==> config.mk <==
export PLATFORM = sky130hd
export DESIGN_NAME = mem_responder
export DESIGN_NICKNAME = d
export VERILOG_FILES = /design/src/rtl/mem_pkg.sv /design/src/rtl/mem_responder_lane_merge.sv /design/src/rtl/mem_responder.sv
export SDC_FILE = /design/constraint.sdc
export NUM_CORES = 1
export LEC_CHECK = 0
export BUFFER_PORTS_ARGS = -buffer_cell sky130_fd_sc_hd__buf_2
export CELL_PAD_IN_SITES_DETAIL_PLACEMENT = 2
export CELL_PAD_IN_SITES_GLOBAL_PLACEMENT = 2
export CORE_MARGIN = 5
export CORE_UTILIZATION = 32
export DETAILED_ROUTE_END_ITERATION = 7
export GPL_ROUTABILITY_DRIVEN = 0
export GPL_TIMING_DRIVEN = 0
export PLACE_DENSITY_LB_ADDON = 0.08
export SKIP_LAST_GASP = 1
export SLEW_MARGIN = 5
export SYNTH_ARGS = -nofsm -noshare
export SYNTH_HDL_FRONTEND = slang
export SYNTH_SLANG_ARGS = --single-unit
==> constraint.sdc <==
create_clock -name clock -period 5.8 [get_ports clock]
set_clock_uncertainty 0.2 [all_clocks]
set_input_delay 1.16 -clock clock [delete_from_list [all_inputs] [get_ports clock]]
set_output_delay 1.16 -clock clock [all_outputs]
set_load 0.01 [all_outputs]
==> src/rtl/mem_pkg.sv <==
// Shared definitions for the memory responder.
//   - access size codes carried on req_size
//   - responder FSM state encoding
//   - helpers for size classification and alignment checking
package mem_pkg;

    localparam logic [1:0] SZ_BYTE = 2'b00;
    localparam logic [1:0] SZ_HALF = 2'b01;
    localparam logic [1:0] SZ_WORD = 2'b10;

    localparam logic [1:0] IDLE    = 2'd0;
    localparam logic [1:0] RD_WAIT = 2'd1;
    localparam logic [1:0] WRITE   = 2'd2;
    localparam logic [1:0] RESP    = 2'd3;

    // Size code 2'b11 behaves exactly like a word access.
    function automatic logic is_word(input logic [1:0] size);
        return size[1];
    endfunction

    function automatic logic is_misaligned(input logic [1:0] size, input logic [1:0] lsb);
        if (size[1]) begin
            return lsb != 2'b00;
        end else if (size == SZ_HALF) begin
            return lsb[0];
        end
        return 1'b0;
    endfunction

endpackage

==> src/rtl/mem_responder_lane_merge.sv <==
// lane_merge: combinational byte-lane steering for the memory responder.
// Lanes are little-endian (lane n = bits [8n+7:8n]).
// Ports:
//   old_word   in  32  word currently held in RAM
//   wdata      in  32  right-aligned store data
//   size       in   2  access size code (SZ_BYTE/SZ_HALF/word)
//   lsb        in   2  byte address bits [1:0]
//   sign_ext   in   1  1 = sign-extend loads, 0 = zero-extend
//   load_data  out 32  addressed lane(s) of old_word, extended
//   store_word out 32  old_word with the addressed lane(s) replaced by wdata
module lane_merge
    import mem_pkg::*;
(
    input  logic [31:0] old_word,
    input  logic [31:0] wdata,
    input  logic [1:0]  size,
    input  logic [1:0]  lsb,
    input  logic        sign_ext,
    output logic [31:0] load_data,
    output logic [31:0] store_word
);

    logic [7:0]  byte_sel;
    logic [15:0] half_sel;

    always_comb begin
        byte_sel   = old_word[7:0];
        half_sel   = old_word[15:0];
        load_data  = old_word;
        store_word = wdata;

        case (lsb)
            2'd0:    byte_sel = old_word[7:0];
            2'd1:    byte_sel = old_word[15:8];
            2'd2:    byte_sel = old_word[23:16];
            default: byte_sel = old_word[31:24];
        endcase

        // Only addr[1] picks the half; addr[0] never matters here.
        half_sel = lsb[1] ? old_word[31:16] : old_word[15:0];

        case (size)
            SZ_BYTE: begin
                load_data  = {{24{sign_ext & byte_sel[7]}}, byte_sel};
                store_word = old_word;
                case (lsb)
                    2'd0:    store_word[7:0]   = wdata[7:0];
                    2'd1:    store_word[15:8]  = wdata[7:0];
                    2'd2:    store_word[23:16] = wdata[7:0];
                    default: store_word[31:24] = wdata[7:0];
                endcase
            end
            SZ_HALF: begin
                load_data  = {{16{sign_ext & half_sel[15]}}, half_sel};
                store_word = old_word;
                if (lsb[1]) begin
                    store_word[31:16] = wdata[15:0];
                end else begin
                    store_word[15:0]  = wdata[15:0];
                end
            end
            default: begin
                load_data  = old_word;
                store_word = wdata;
            end
        endcase
    end

endmodule

==> src/rtl/mem_responder.sv <==
// mem_responder: memory-side responder for CPU load/store requests on top of
// a word-wide synchronous RAM. Adds byte/half/word access with sign/zero
// extension; sub-word stores are read-modify-write.
//
// Optional feature macro: ALIGN_CHECK_EN
//   defined   - misaligned half/word requests skip the RAM and respond with
//               resp_err=1, resp_rdata=0.
//   undefined - resp_err tied 0; low address bits ignored for half/word.
//
// Parameter READ_WAIT (>=1): cycles ram_addr is held before ram_rdata is used.
//
// Ports:
//   clock, reset (async, active-high)
//   req_valid/req_ready/req_write/req_size/req_signed/req_addr/req_wdata
//                         CPU request side
//   resp_valid/resp_rdata/resp_err   CPU response side (registered)
//   ram_addr/ram_wr/ram_wdata/ram_rdata  RAM side
//
// state   | meaning
// IDLE    | ready for a request
// RD_WAIT | RAM address held, waiting READ_WAIT cycles for the old word
// WRITE   | single-cycle RAM write of the (merged) word
// RESP    | one-cycle response pulse
module mem_responder #(
    parameter int READ_WAIT = 1
) (
    input  logic        clock,
    input  logic        reset,
    input  logic        req_valid,
    output logic        req_ready,
    input  logic        req_write,
    input  logic [1:0]  req_size,
    input  logic        req_signed,
    input  logic [31:0] req_addr,
    input  logic [31:0] req_wdata,
    output logic        resp_valid,
    output logic [31:0] resp_rdata,
    output logic        resp_err,
    output logic [31:0] ram_addr,
    output logic        ram_wr,
    output logic [31:0] ram_wdata,
    input  logic [31:0] ram_rdata
);

    import mem_pkg::*;

    localparam int              CNT_W    = (READ_WAIT > 1) ? $clog2(READ_WAIT) : 1;
    localparam logic [CNT_W-1:0] CNT_LOAD = CNT_W'(READ_WAIT - 1);

    logic [1:0]       state_q,      state_d;
    logic [31:0]      ram_addr_q,   ram_addr_d;
    logic [1:0]       lsb_q,        lsb_d;
    logic [1:0]       size_q,       size_d;
    logic             signed_q,     signed_d;
    logic             write_q,      write_d;
    logic [31:0]      wdata_q,      wdata_d;
    logic [CNT_W-1:0] cnt_q,        cnt_d;
    logic [31:0]      ram_wdata_q,  ram_wdata_d;
    logic [31:0]      resp_rdata_q, resp_rdata_d;
`ifdef ALIGN_CHECK_EN
    logic             resp_err_q,   resp_err_d;
`endif

    logic        misalign;
    logic [31:0] load_data;
    logic [31:0] store_word;

`ifdef ALIGN_CHECK_EN
    assign misalign = is_misaligned(req_size, req_addr[1:0]);
`else
    assign misalign = 1'b0;
`endif

    // ram_rdata is the old word at the end of RD_WAIT; it feeds both the
    // load extraction and the RMW merge.
    lane_merge u_lane_merge (
        .old_word   (ram_rdata),
        .wdata      (wdata_q),
        .size       (size_q),
        .lsb        (lsb_q),
        .sign_ext   (signed_q),
        .load_data  (load_data),
        .store_word (store_word)
    );

    always_comb begin
        state_d      = state_q;
        ram_addr_d   = ram_addr_q;
        lsb_d        = lsb_q;
        size_d       = size_q;
        signed_d     = signed_q;
        write_d      = write_q;
        wdata_d      = wdata_q;
        cnt_d        = cnt_q;
        ram_wdata_d  = ram_wdata_q;
        resp_rdata_d = resp_rdata_q;
`ifdef ALIGN_CHECK_EN
        resp_err_d   = resp_err_q;
`endif

        case (state_q)
            IDLE: begin
                if (req_valid) begin
                    size_d   = req_size;
                    signed_d = req_signed;
                    write_d  = req_write;
                    wdata_d  = req_wdata;
                    lsb_d    = req_addr[1:0];
                    if (misalign) begin
                        // Straight to the response; the RAM is never touched.
                        state_d      = RESP;
                        resp_rdata_d = '0;
`ifdef ALIGN_CHECK_EN
                        resp_err_d   = 1'b1;
`endif
                    end else begin
                        ram_addr_d = {req_addr[31:2], 2'b00};
                        if (req_write && is_word(req_size)) begin
                            // Full-word store needs no old data.
                            state_d     = WRITE;
                            ram_wdata_d = req_wdata;
                        end else begin
                            state_d = RD_WAIT;
                            cnt_d   = CNT_LOAD;
                        end
                    end
                end
            end
            RD_WAIT: begin
                if (cnt_q == '0) begin
                    if (write_q) begin
                        state_d     = WRITE;
                        ram_wdata_d = store_word;
                    end else begin
                        state_d      = RESP;
                        resp_rdata_d = load_data;
`ifdef ALIGN_CHECK_EN
                        resp_err_d   = 1'b0;
`endif
                    end
                end else begin
                    cnt_d = cnt_q - CNT_W'(1);
                end
            end
            WRITE: begin
                state_d      = RESP;
                resp_rdata_d = '0;
`ifdef ALIGN_CHECK_EN
                resp_err_d   = 1'b0;
`endif
            end
            default: begin
                state_d = IDLE;
            end
        endcase
    end

    always_ff @(posedge clock or posedge reset) begin
        if (reset) begin
            state_q      <= IDLE;
            ram_addr_q   <= '0;
            lsb_q        <= '0;
            size_q       <= SZ_BYTE;
            signed_q     <= 1'b0;
            write_q      <= 1'b0;
            wdata_q      <= '0;
            cnt_q        <= '0;
            ram_wdata_q  <= '0;
            resp_rdata_q <= '0;
`ifdef ALIGN_CHECK_EN
            resp_err_q   <= 1'b0;
`endif
        end else begin
            state_q      <= state_d;
            ram_addr_q   <= ram_addr_d;
            lsb_q        <= lsb_d;
            size_q       <= size_d;
            signed_q     <= signed_d;
            write_q      <= write_d;
            wdata_q      <= wdata_d;
            cnt_q        <= cnt_d;
            ram_wdata_q  <= ram_wdata_d;
            resp_rdata_q <= resp_rdata_d;
`ifdef ALIGN_CHECK_EN
            resp_err_q   <= resp_err_d;
`endif
        end
    end

    // Strobes decode straight from the state flop so an async reset drops
    // ram_wr in the same cycle, before any partial write can land.
    assign req_ready  = (state_q == IDLE);
    assign resp_valid = (state_q == RESP);
    assign ram_wr     = (state_q == WRITE);
    assign ram_addr   = ram_addr_q;
    assign ram_wdata  = ram_wdata_q;
    assign resp_rdata = resp_rdata_q;
`ifdef ALIGN_CHECK_EN
    assign resp_err   = resp_err_q;
`else
    assign resp_err   = 1'b0;
`endif

endmodule

# Yosys cells after proc, flatten, opt, wreduce, memory -nomap -nowiden
# Index checks and enable logic that the tools add are counted.
[op_classes] add_sub_neg=1 n_eq_ne=12 muxes=27 n_bitwise=2 n_reduce_logical=12
[op_table] cell="$pmux 32 s2" count=4
[op_table] cell="$mux 32" count=6
[op_table] cell="$mux 16" count=3
[op_table] cell="$mux 8" count=4
[op_table] cell="$pmux 8 s3" count=1
[op_table] cell="$ne 2x2->1 const B" count=5
[op_table] cell="$eq 2x1->1 const B" count=3
[op_table] cell="$eq 2x2->1 const B" count=3
[op_table] cell="$logic_not 2->1" count=3
[op_table] cell="$mux 2" count=3
[op_table] cell="$pmux 2 s3" count=1
[op_table] cell="$reduce_and 3->1" count=2
[op_table] cell="$reduce_and 5->1" count=1
[op_table] cell="$mux 1" count=4
[op_table] cell="$reduce_and 2->1" count=2
[op_table] cell="$reduce_bool 2->1" count=2
[op_table] cell="$reduce_or 3->1" count=1
[op_table] cell="$and 1x1->1" count=2
[op_table] cell="$ne 2x1->1 const B" count=1
[op_table] cell="$pmux 1 s2" count=1
[op_table] cell="$logic_and 1x1->1" count=1
[op_table] cell="$sub 1x1->1 const B" count=1
[word_totals] regBits=135 in_bits=103 output_inout_bits=100 word_cells=64

# Logic depth before layout (Yosys ltp)
# Gate-level depths: netlist (run 1).
[depth] word_depth=7 mapped_depth=8 mapped_depth_nobuf=6

# Cells and area by module
# A second synthesis (run 1) with hierarchy kept.
[unflattened] hier_cells=597 area_unflattened_um2=7370.8
[modules_own_cells] mod="mem_responder" instances=1 cells_per_inst=347 area_each_um2=5457.7 seq_area_each_um2=3353.2
[modules_own_cells] mod="lane_merge" instances=1 cells_per_inst=250 area_each_um2=1913.1 seq_area_each_um2=0.0

# Worst setup path after synthesis (run 1)
# No wires, ideal clock.
[synth_path] kind="in2reg" start="input port ram_rdata[31]" end="register resp_rdata_q[16] (netlist: resp_rdata[16])" arrival_time_ns=2.436 required_ns=5.474 slack_ns=3.038 cell_stages=6 path_buffers=2 cell_sequence="mux2_2 a22o_1 buf_6 o2111a_2 buf_6 a221o_1"
[synth_via] elab_chain_cells=6
[synth_rtl] item="start, declared" line="mem_responder.sv:42" text="input logic [31:0] ram_rdata"
[synth_rtl] item="$pmux 8 s3 or $mux 16 (tied branches)" line="mem_responder_lane_merge.sv:32, mem_responder_lane_merge.sv:40"
[synth_rtl] item="$and 1x1->1 (on tied branches)" line="mem_responder_lane_merge.sv:44, mem_responder_lane_merge.sv:54"
[synth_rtl] item="$pmux 32 s2 (*)" line="mem_responder_lane_merge.sv:42" text="case (size)"
[synth_rtl] item="$mux 32 (*)" line="mem_responder.sv:131" text="if (write_q) begin"
[synth_rtl] item="$mux 32 (*)" line="mem_responder.sv:130" text="if (cnt_q == '0) begin"
[synth_rtl] item="$pmux 32 s2 (*)" line="mem_responder.sv:101" text="case (state_q)"
[synth_rtl] item="end signal, assigned" line="mem_responder.sv:183" text="resp_rdata_q <= resp_rdata_d;"
[synth_rtl] item="end, declared" line="mem_responder.sv:59" text="logic [31:0] resp_rdata_q, resp_rdata_d;"
# Every way passes the cells marked *; elsewhere a longest branch is shown, timed or not. The select of a mux whose other input is x is not followed.
# A chain may end at the register's enable or synchronous reset.

# Final worst setup path (run 1)
[layout_path] start="register state_q[1]" end="register ram_wdata_q[15] (netlist: ram_wdata[15])"
[layout_via] elab_chain_cells=3
[layout_rtl] item="start, declared" line="mem_responder.sv:50" text="logic [1:0] state_q, state_d;"
[layout_rtl] item="start signal, assigned" line="mem_responder.sv:174" text="state_q <= state_d;"
[layout_rtl] item="$eq 2x1->1 or $logic_not 2->1 (tied branches)" line="mem_responder.sv:101"
[layout_rtl] item="$ne 2x2->1 (no line), or another cell as far along"
[layout_rtl] item="$reduce_and 5->1 (no line)"
[layout_rtl] item="end signal, assigned" line="mem_responder.sv:182" text="ram_wdata_q <= ram_wdata_d;"
[layout_rtl] item="end, declared" line="mem_responder.sv:58" text="logic [31:0] ram_wdata_q, ram_wdata_d;"
# Several ways; a longest one is shown, not always the timed one.

==> flow_summary.yaml, run 1 <==
synth:
  avgSynthCellArea_um2: 10.8
  yosysTopAreaCellShare_pct: 51.0
  synth.distinct_cells: 49
  yosysWarnings: 0
  seq_area_frac_synth_pct: 51.0
  synth_area_um2: 6570
  synthFlopType: "dfrtp_1"
  synth_enable_flop_cells: 0
  async_reset_ff_share_pct: 100
  synthCells: 608
  yosysTopAreaCell: "dfrtp_1"
  netlist_top_cells_area: "dfrtp_1, mux2_2, o21ai_0, a221o_1, mux2i_1"
  ys_seq_elements: 134
floorplan:
  io_pins: 203
  die_h_um: 153
  start_util_pct: 32.5
  rows: 52
  die-width_um: 153
  fp.dieArea_um2: 23500
  coreArea_um2: 20200
cts:
  post-cts-setup-buffers: 0
  htree_levels: 4
  clk_path_buf_depth: 2
  ctsResizeCount: 0
  hold_buffers: 0
  cts_tree: "done"
  clockRootBuffer: "clkbuf_16"
  numCtsBuffers: 17
  clkLatencyLatePin_ps: 420
  clk_pin_slew_ps: 60
  cts.sinks: 134
routing:
  wl_per_cell_um: 23.9
  routed_via_density: 5.37
  dr.pass1.iters: 4
  vias: 5973
  drcViolationCount: 0
  ant_nets: 0
  routed_wl_um: 26600
  dr.first_iter.drc_count: 315
sta:
  final_hold_viol_count: 0
  period_minus_slack_ps: 3090
  worst_pin_slew_ps: 950
  finalCritPeriodShare_pct: 53.2
  final_max_slew_viol_count: 0
  rsz0062_at_grt: "false"
  fmax_ghz: 0.324
  finalSetupViolations: 0
  relSlewSlack_pct: 36.3
min_path:
  hold_class: "reg2reg"
  hold-path-cell-count: 2
cells_and_area:
  design_area_um2: 8550
  n_fill_cell: 2176
  nNetsFinal: 936
  area.growth.synth_to_final_pct: 30.2
  layout-drive-gt1-share_pct: 37.5
  finalNonFillerCells: 1112
  layout_common_cells: "buf_2, dfrtp_1, mux2_2"
  final_common_cell: "buf_2"
  antenna_cells: 0
placement:
  dp_hpwl_um: 20400
  io_buffers: 199
  place_inst: 1080
  placed_area_um2: 7940
worst_setup_path:
  crit_arrival_ps: 3220
  startpoint_type: "register"
  ff2ff_path_depth: 8
  endpoint_kind: "register"
  critPathRequiredTime_ps: 5930
  worstSetupPathType: "reg2reg"
  path_max_fanout: 10
power_and_ir_drop:
  power.density_nw_per_um2: 631
  power_uw: 5400
  vdd_drop_max_mv: 0.261
  p_leak_uw: 0.00399
global_route:
  overflow: 0
  grt.total_usage_pct: 22.5
  antenna_found_initial: 1
  grt_pass1_wl_um: 41200
  grt_max_degree: 84
  grt_pass1_vias: 6787
job:
  max_cap_viol_count: 0
run_status:
  status: "completed"
[through the flow]
stage	utilization, %	hold slack (ps)	setup slack, ps	setup TNS (ps)
2_1_floorplan	-	273	857	0
3_3_place_gp	39.1	260	-905	-119320
3_5_place_dp	39.3	275	2420	0
4_1_cts	42.3	289	2710	0
5_1_grt	42.3	313	2470	0
6_report	42.3	286	2710	0
[worst paths after layout]
kind	from	to	slack (ps)
max reg2reg	state_q[1]	ram_wdata[15]	2710
max	state_q[1]	ram_wdata[15]	2710
min reg2reg	resp_rdata[8]	resp_rdata[8]	290
min	resp_rdata[8]	resp_rdata[8]	290
max in group asynchronous	reset	wdata_q[26]	4030
min in group asynchronous	reset	resp_rdata[17]	580
[cells in the mapped netlist, types with 10 or more instances]
library cell and count:
nor2b_1 13, a211o_1 10, o21ai_0 60, buf_1 10
a21oi_1 35, nand2_1 49, nand3_1 17, mux2_2 69
a221o_1 23, nor2_1 27, mux2i_1 19, dfrtp_1 134
clkbuf_1 33
[flip-flops by register name (all words and copies together) (netlist names)]
| signal | count |
|---|---|
| ram_addr | 30 |
| state_q | 2 |
| write_q | 1 |
| resp_rdata | 32 |
| ram_wdata | 32 |
| size_q | 2 |
| wdata_q | 32 |
| signed_q | 1 |
| lsb_q | 2 |
[kinds of logic after synthesis]
| family | synth area share (%) |
|---|---|
| AO/OA/AOI/OAI | 19.6 |
| multiplexers | 14.9 |
| adder cells (fa/ha/maj) | 0.762 |
| AND/OR/NAND/NOR | 9.62 |
| flip-flops | 51.0 |
| other | 0.0571 |
| buffers and inverters | 4.02 |
[cell type report]
class | instances | area, um^2 | share of cell area, %
Clock buffer | 20 | 467 | 5.46
Timing Repair Buffer | 200 | 1020 | 12.0
Clock inverter | 12 | 141 | 1.65
Multi-Input combinational cell | 416 | 2960 | 34.6
Tap cell | 270 | 338 | 3.95
Inverter | 7 | 31.3 | 0.366
Buffer | 53 | 238 | 2.78
Sequential cell | 134 | 3350 | 39.2
[critical path: stages, from the launching register on]
cell and delay, ps:
dfrtp_1 410, inv_1 120, ha_1 160, clkbuf_1 330
nor2_1 110, a211oi_1 800, clkbuf_1 450, o21ai_0 200
o21ai_0 220
[per-layer routing]
layer  routed length [um]  GRT usage, %  up-vias
met5                   13             0        -
met4                  263          4.75        2
met3                 1540          4.86       21
met2                13300          38.8      183
met1                11500          29.2     3071
li1                     -             -     2696
[where the power goes]
| part | switching (uW) | internal, uW | leakage [uW] | total (uW) |
|---|---|---|---|---|
| registers | 313 | 1380 | 0.00164 | 1690 |
| clock network | 454 | 675 | 0.000294 | 1130 |
| logic | 1570 | 1010 | 0.00205 | 2580 |
| total | 2340 | 3060 | 0.00399 | 5400 |
Power figures use the tool's default switching activity.
==> run 2, diff against run 1 <==
--- a/config.mk
+++ b/config.mk
@@ -9,7 +9,7 @@
 export CELL_PAD_IN_SITES_DETAIL_PLACEMENT = 2
 export CELL_PAD_IN_SITES_GLOBAL_PLACEMENT = 2
 export CORE_MARGIN = 5
-export CORE_UTILIZATION = 32
+export CORE_UTILIZATION = 29
 export DETAILED_ROUTE_END_ITERATION = 7
 export GPL_ROUTABILITY_DRIVEN = 0
 export GPL_TIMING_DRIVEN = 0
==> constraint.sdc (replaced) <==
create_clock -name clock -period 2.5 [get_ports clock]
set_clock_uncertainty 0.2 [all_clocks]
set_input_delay 0.5 -clock clock [delete_from_list [all_inputs] [get_ports clock]]
set_output_delay 0.5 -clock clock [all_outputs]
set_load 0.01 [all_outputs]
==> run 2 against run 1 <==
Effect of this change: sequential power grew 130%; via count fell by 1.1%; first-iteration DRC count decreased by 27%.
==> flow_summary.yaml, run 2 (same netlist as run 1, synthesis figures left out) <==
cts:
  clk_pin_slew_ps: 60
  clkLatencyLatePin_ps: 420
  hold_buffers: 0
  clk_path_buf_depth: 2
  clockRootBuffer: "clkbuf_16"
  post-cts-setup-buffers: 0
  cts.sinks: 134
  numCtsBuffers: 17
  htree_levels: 4
  cts_tree: "done"
sta:
  period_minus_slack_ps: 2430
  finalSetupViolations: 0
  worst_pin_slew_ps: 766
  relSlewSlack_pct: 49.0
  worst_slack_ps: 68.5
  fmax_ghz: 0.411
  final_hold_viol_count: 0
  rsz0062_at_grt: "true"
  final_max_slew_viol_count: 0
  finalCritPeriodShare_pct: 97.3
placement:
  placed_area_um2: 7990
  pre_cts_slack_ps: -647
  dp_hpwl_um: 20800
  io_buffers: 199
routing:
  drcViolationCount: 0
  routed_wl_um: 26700
  dr.pass1.iters: 5
  vias: 5905
  routed_via_density: 5.23
  wl_per_cell_um: 23.7
  ant_nets: 0
  dr.first_iter.drc_count: 231
floorplan:
  die_h_um: 161
  rows: 55
  die-width_um: 161
  fp.dieArea_um2: 25800
  coreArea_um2: 22500
  start_util_pct: 29.2
  io_pins: 203
power_and_ir_drop:
  swShare_pct: 43.5
  vdd_drop_max_mv: 0.542
  power.share.sequential_pct: 30.9
  cell_internal_pwr_uw: 7160
  power.density_nw_per_um2: 1460
  power_switching_uw: 5500
  p_leak_uw: 0.00406
  p_comb_share_pct: 48.5
  clockPowerShare_pct: 20.6
worst_setup_path:
  endpoint_kind: "register"
  worstPathCellList: "buf_2, buf_2, clkbuf_1, o2bb2ai_1, a221oi_1, a21o_1"
  startpoint_type: "register"
  path_max_fanout: 10
  worstSetupPathType: "reg2reg"
  worst-path-buf-inv: 3
  crit_family: "buffers and inverters"
  slowest_stage: "clkbuf_1"
  critPathMaxStageDelay_ps: 460
  critPathRequiredTime_ps: 2660
  crit_arrival_ps: 2600
  cp_common_cell: "buf_2"
global_route:
  overflow: 0
  grt.total_usage_pct: 20.9
  grt_max_degree: 39
  grt_pass1_vias: 6729
  grt_pass1_wl_um: 41400
  antenna_found_initial: 2
cells_and_area:
  nNetsFinal: 937
  design_area_um2: 8680
  register_area_um2: 3350
  layout_common_cells: "buf_2, dfrtp_1, mux2_2"
  multi_input_area_um2: 3020
  layout-drive-gt1-share_pct: 41.5
  n_fill_cell: 2460
  final_common_cell: "buf_2"
  antenna_cells: 0
  area.growth.synth_to_final_pct: 32.1
job:
  max_cap_viol_count: 0
run_status:
  status: "completed"
min_path:
  hold_class: "in2async"
## run 2: path summary, 6_finish.rpt
check	start	to	slack, ps	cells after the start
worst max-delay path	lsb_q[1]	resp_rdata[7]	70	6
worst min-delay path	reset	ram_addr[30]	4	2
worst max register to register	lsb_q[1]	resp_rdata[7]	70	6
worst min register to register	resp_rdata[7]	resp_rdata[7]	280	1
max in group asynchronous	reset	wdata_q[26]	1200	4
min in group clock	req_addr[26]	ram_addr[26]	100	2
## run 2: layout make-up
| class | count | area share, % |
|---|---|---|
| buffer | 52 | 3.03 |
| clock buffer | 18 | 5.06 |
| clock inverter | 14 | 1.86 |
| inverter | 7 | 0.360 |
| multi-input combinational | 416 | 34.8 |
| sequential | 134 | 38.6 |
| tap | 285 | 4.11 |
| timing repair buffer | 202 | 12.2 |
## run 2: per-stage QoR
| step | hold slack, ps | total power (uW) | std cells | util, % | TNS, ps |
|---|---|---|---|---|---|
| after floorplan | 273 | 7470 | 610 | - | 0 |
| after global placement | 259 | 9700 | 1094 | 35.3 | -145440 |
| after detailed placement | 272 | 9980 | 1097 | 35.5 | -38750 |
| after CTS | 12.0 | 12800 | 1128 | 38.4 | 0 |
| after global routing | 64.9 | 13600 | 1128 | 38.6 | -165 |
| final | 3.81 | 12700 | 1128 | 38.6 | 0 |
## run 2: timing repair
action,in CTS,in global routing
resized for setup,23,26
gates cloned,0,0
pin swaps,0,0
setup endpoints to repair,84,74
## run 2: per-layer routing
layer  track usage [%]  wire, um
met1              27.4     12000
met2              34.7     13000
met3              5.13      1420
met4              5.51       309
met5                 0        21
## run 2: power groups by stage
stage	registers (uW)	clock network, uW	logic, uW
2_1_floorplan	4020	0	3440
3_3_place_gp	3870	0	5830
3_5_place_dp	3950	0	6040
4_1_cts	3910	2670	6180
5_1_grt	4040	2770	6760
6_report	3910	2600	6150
## run 2: worst reg2reg max path, delay by kind of cell (launching register included)
family                 cells  cell delay [ps]
AOI/OAI and AO/OA          3              690
buffers and inverters      3             1060
DFF                        1              420
==> run 3, diff against run 2 <==
--- a/config.mk
+++ b/config.mk
@@ -6,7 +6,7 @@
 export NUM_CORES = 1
 export LEC_CHECK = 0
 export BUFFER_PORTS_ARGS = -buffer_cell sky130_fd_sc_hd__buf_2
-export CELL_PAD_IN_SITES_DETAIL_PLACEMENT = 2
+export CELL_PAD_IN_SITES_DETAIL_PLACEMENT = 1
 export CELL_PAD_IN_SITES_GLOBAL_PLACEMENT = 2
 export CORE_MARGIN = 5
 export CORE_UTILIZATION = 29
@@ -14,6 +14,7 @@
 export GPL_ROUTABILITY_DRIVEN = 0
 export GPL_TIMING_DRIVEN = 0
 export PLACE_DENSITY_LB_ADDON = 0.08
+export REMOVE_ABC_BUFFERS = 1
 export SKIP_LAST_GASP = 1
 export SLEW_MARGIN = 5
 export SYNTH_ARGS = -nofsm -noshare
==> run 3 against run 2 <==
Effect of this change: design area up 0.36%; via count down 2.2%; count of clock-buffer cells in the layout up 6; largest power group unchanged; global-route usage down 1.7 points; maximum frequency up 1.5%; first-iteration DRC count up 5.6%; critical path type unchanged; largest cell class unchanged; setup slack better by 37 ps; clock power about the same; die area unchanged; worst hold slack better by 17 ps; non-clock buffer count down 38; highest routed layer unchanged.
==> flow_summary.yaml, run 3 (same netlist as run 1, synthesis figures left out) <==
routing:
  drcViolationCount: 0
  dr.pass1.iters: 4
  routed_wl_um: 24800
  vias: 5775
  wl_per_cell_um: 22.8
  dr.first_iter.drc_count: 244
  ant_nets: 0
  routed_via_density: 5.30
global_route:
  grt_pass1_wl_um: 38500
  grt.total_usage_pct: 19.2
  antenna_found_initial: 4
  grt_pass1_vias: 6474
  overflow: 0
  grt_max_degree: 76
cts:
  clk_pin_slew_ps: 60
  clockRootBuffer: "clkbuf_16"
  cts_tree: "done"
  hold_buffers: 0
  cts.sinks: 134
  clk_path_buf_depth: 2
  clkLatencyLatePin_ps: 420
  htree_levels: 4
  numCtsBuffers: 17
cells_and_area:
  final_common_cell: "buf_2"
  layout_common_cells: "buf_2, dfrtp_1, mux2_2"
  n_fill_cell: 2503
  multi_input_area_um2: 3070
  antenna_cells: 0
  finalNonFillerCells: 1090
  area.growth.synth_to_final_pct: 32.5
  layout-drive-gt1-share_pct: 41.9
  register_area_um2: 3360
  nNetsFinal: 900
worst_setup_path:
  critPathRequiredTime_ps: 2600
  crit_arrival_ps: 2490
  startpoint_type: "register"
  worstSetupStartpoint: "lsb_q[1]"
  path_max_fanout: 22
  reg2reg_from: "lsb_q[1]"
  ff2ff_path_depth: 6
  endpoint_kind: "register"
  worstSetupPathType: "reg2reg"
placement:
  place_inst: 1048
  io_buffers: 199
  dp_hpwl_um: 17300
sta:
  whs_ps: 21.2
  final_max_slew_viol_count: 0
  rsz0062_at_grt: "false"
  worst_pin_slew_ps: 809
  finalSetupViolations: 0
  period_minus_slack_ps: 2390
  relSlewSlack_pct: 46.0
  fmax_ghz: 0.418
  finalCritPeriodShare_pct: 95.8
  final_hold_viol_count: 0
min_path:
  hold_class: "in2async"
job:
  max_cap_viol_count: 0
power_and_ir_drop:
  vdd_drop_max_mv: 0.495
  power.density_nw_per_um2: 1460
  power_uw: 12700
  p_leak_uw: 0.00403
floorplan:
  io_pins: 203
  die_h_um: 161
  rows: 55
  coreArea_um2: 22500
  start_util_pct: 29.2
  die-width_um: 161
  fp.dieArea_um2: 25800
run_status:
  status: "completed"
run 3: where the power goes:
part | switching (uW) | total [uW] | internal [uW]
Clock | 953 | 2600 | 1650
Combinational | 3460 | 6070 | 2610
Sequential | 864 | 4070 | 3200
Total | 5280 | 12700 | 7460
run 3: final timing paths:
kind	slack [ps]	end
max	110	resp_rdata[23]
max in group asynchronous	1280	lsb_q[1]
max reg2reg	110	resp_rdata[23]
min in group clock	110	ram_addr[19]
min	20	ram_addr[5]
min reg2reg	280	resp_rdata[11]
run 3: metrics by stage:
stage	setup TNS, ps	cell area (um^2)	utilization (%)	setup slack (ps)
final	0	8710	38.7	105
after global routing	0	8710	38.7	16.9
after CTS	0	8670	38.5	9.56
after detailed placement	-99640	7910	35.1	-1960
after global placement	-816780	7690	34.2	-5050
after floorplan	-334270	6340	-	-1780
run 3: layout make-up:
type | count | share of cell area [%]
Sequential cell | 134 | 38.6
Multi-Input combinational cell | 416 | 35.2
Timing Repair Buffer | 216 | 14.6
Clock buffer | 24 | 5.53
Tap cell | 285 | 4.09
Clock inverter | 7 | 1.38
Inverter | 7 | 0.489
Timing Repair inverter | 1 | 0.0575
run 3: worst max-delay path, cell delays in order, from the launching register on:
cell	delay, ps
dfrtp_4	600
buf_16	220
nor2b_1	140
a22o_2	370
o2111a_2	310
buf_12	150
a221o_1	270
run 3: per-layer routing:
layer  track usage, %  routed length (um)
met3             5.59                1660
met5                0                  34
met4             5.32                 422
met1             25.3               10900
met2             30.8               11700
run 3: what timing repair did:
| item | 4_1_cts | 5_1_grt |
|---|---|---|
| pin swaps | 3 | 0 |
| gates resized for setup | 16 | 5 |
| gates cloned | 1 | 0 |
| setup endpoints to repair | 65 | 30 |
| buffers inserted | 8 | 2 |
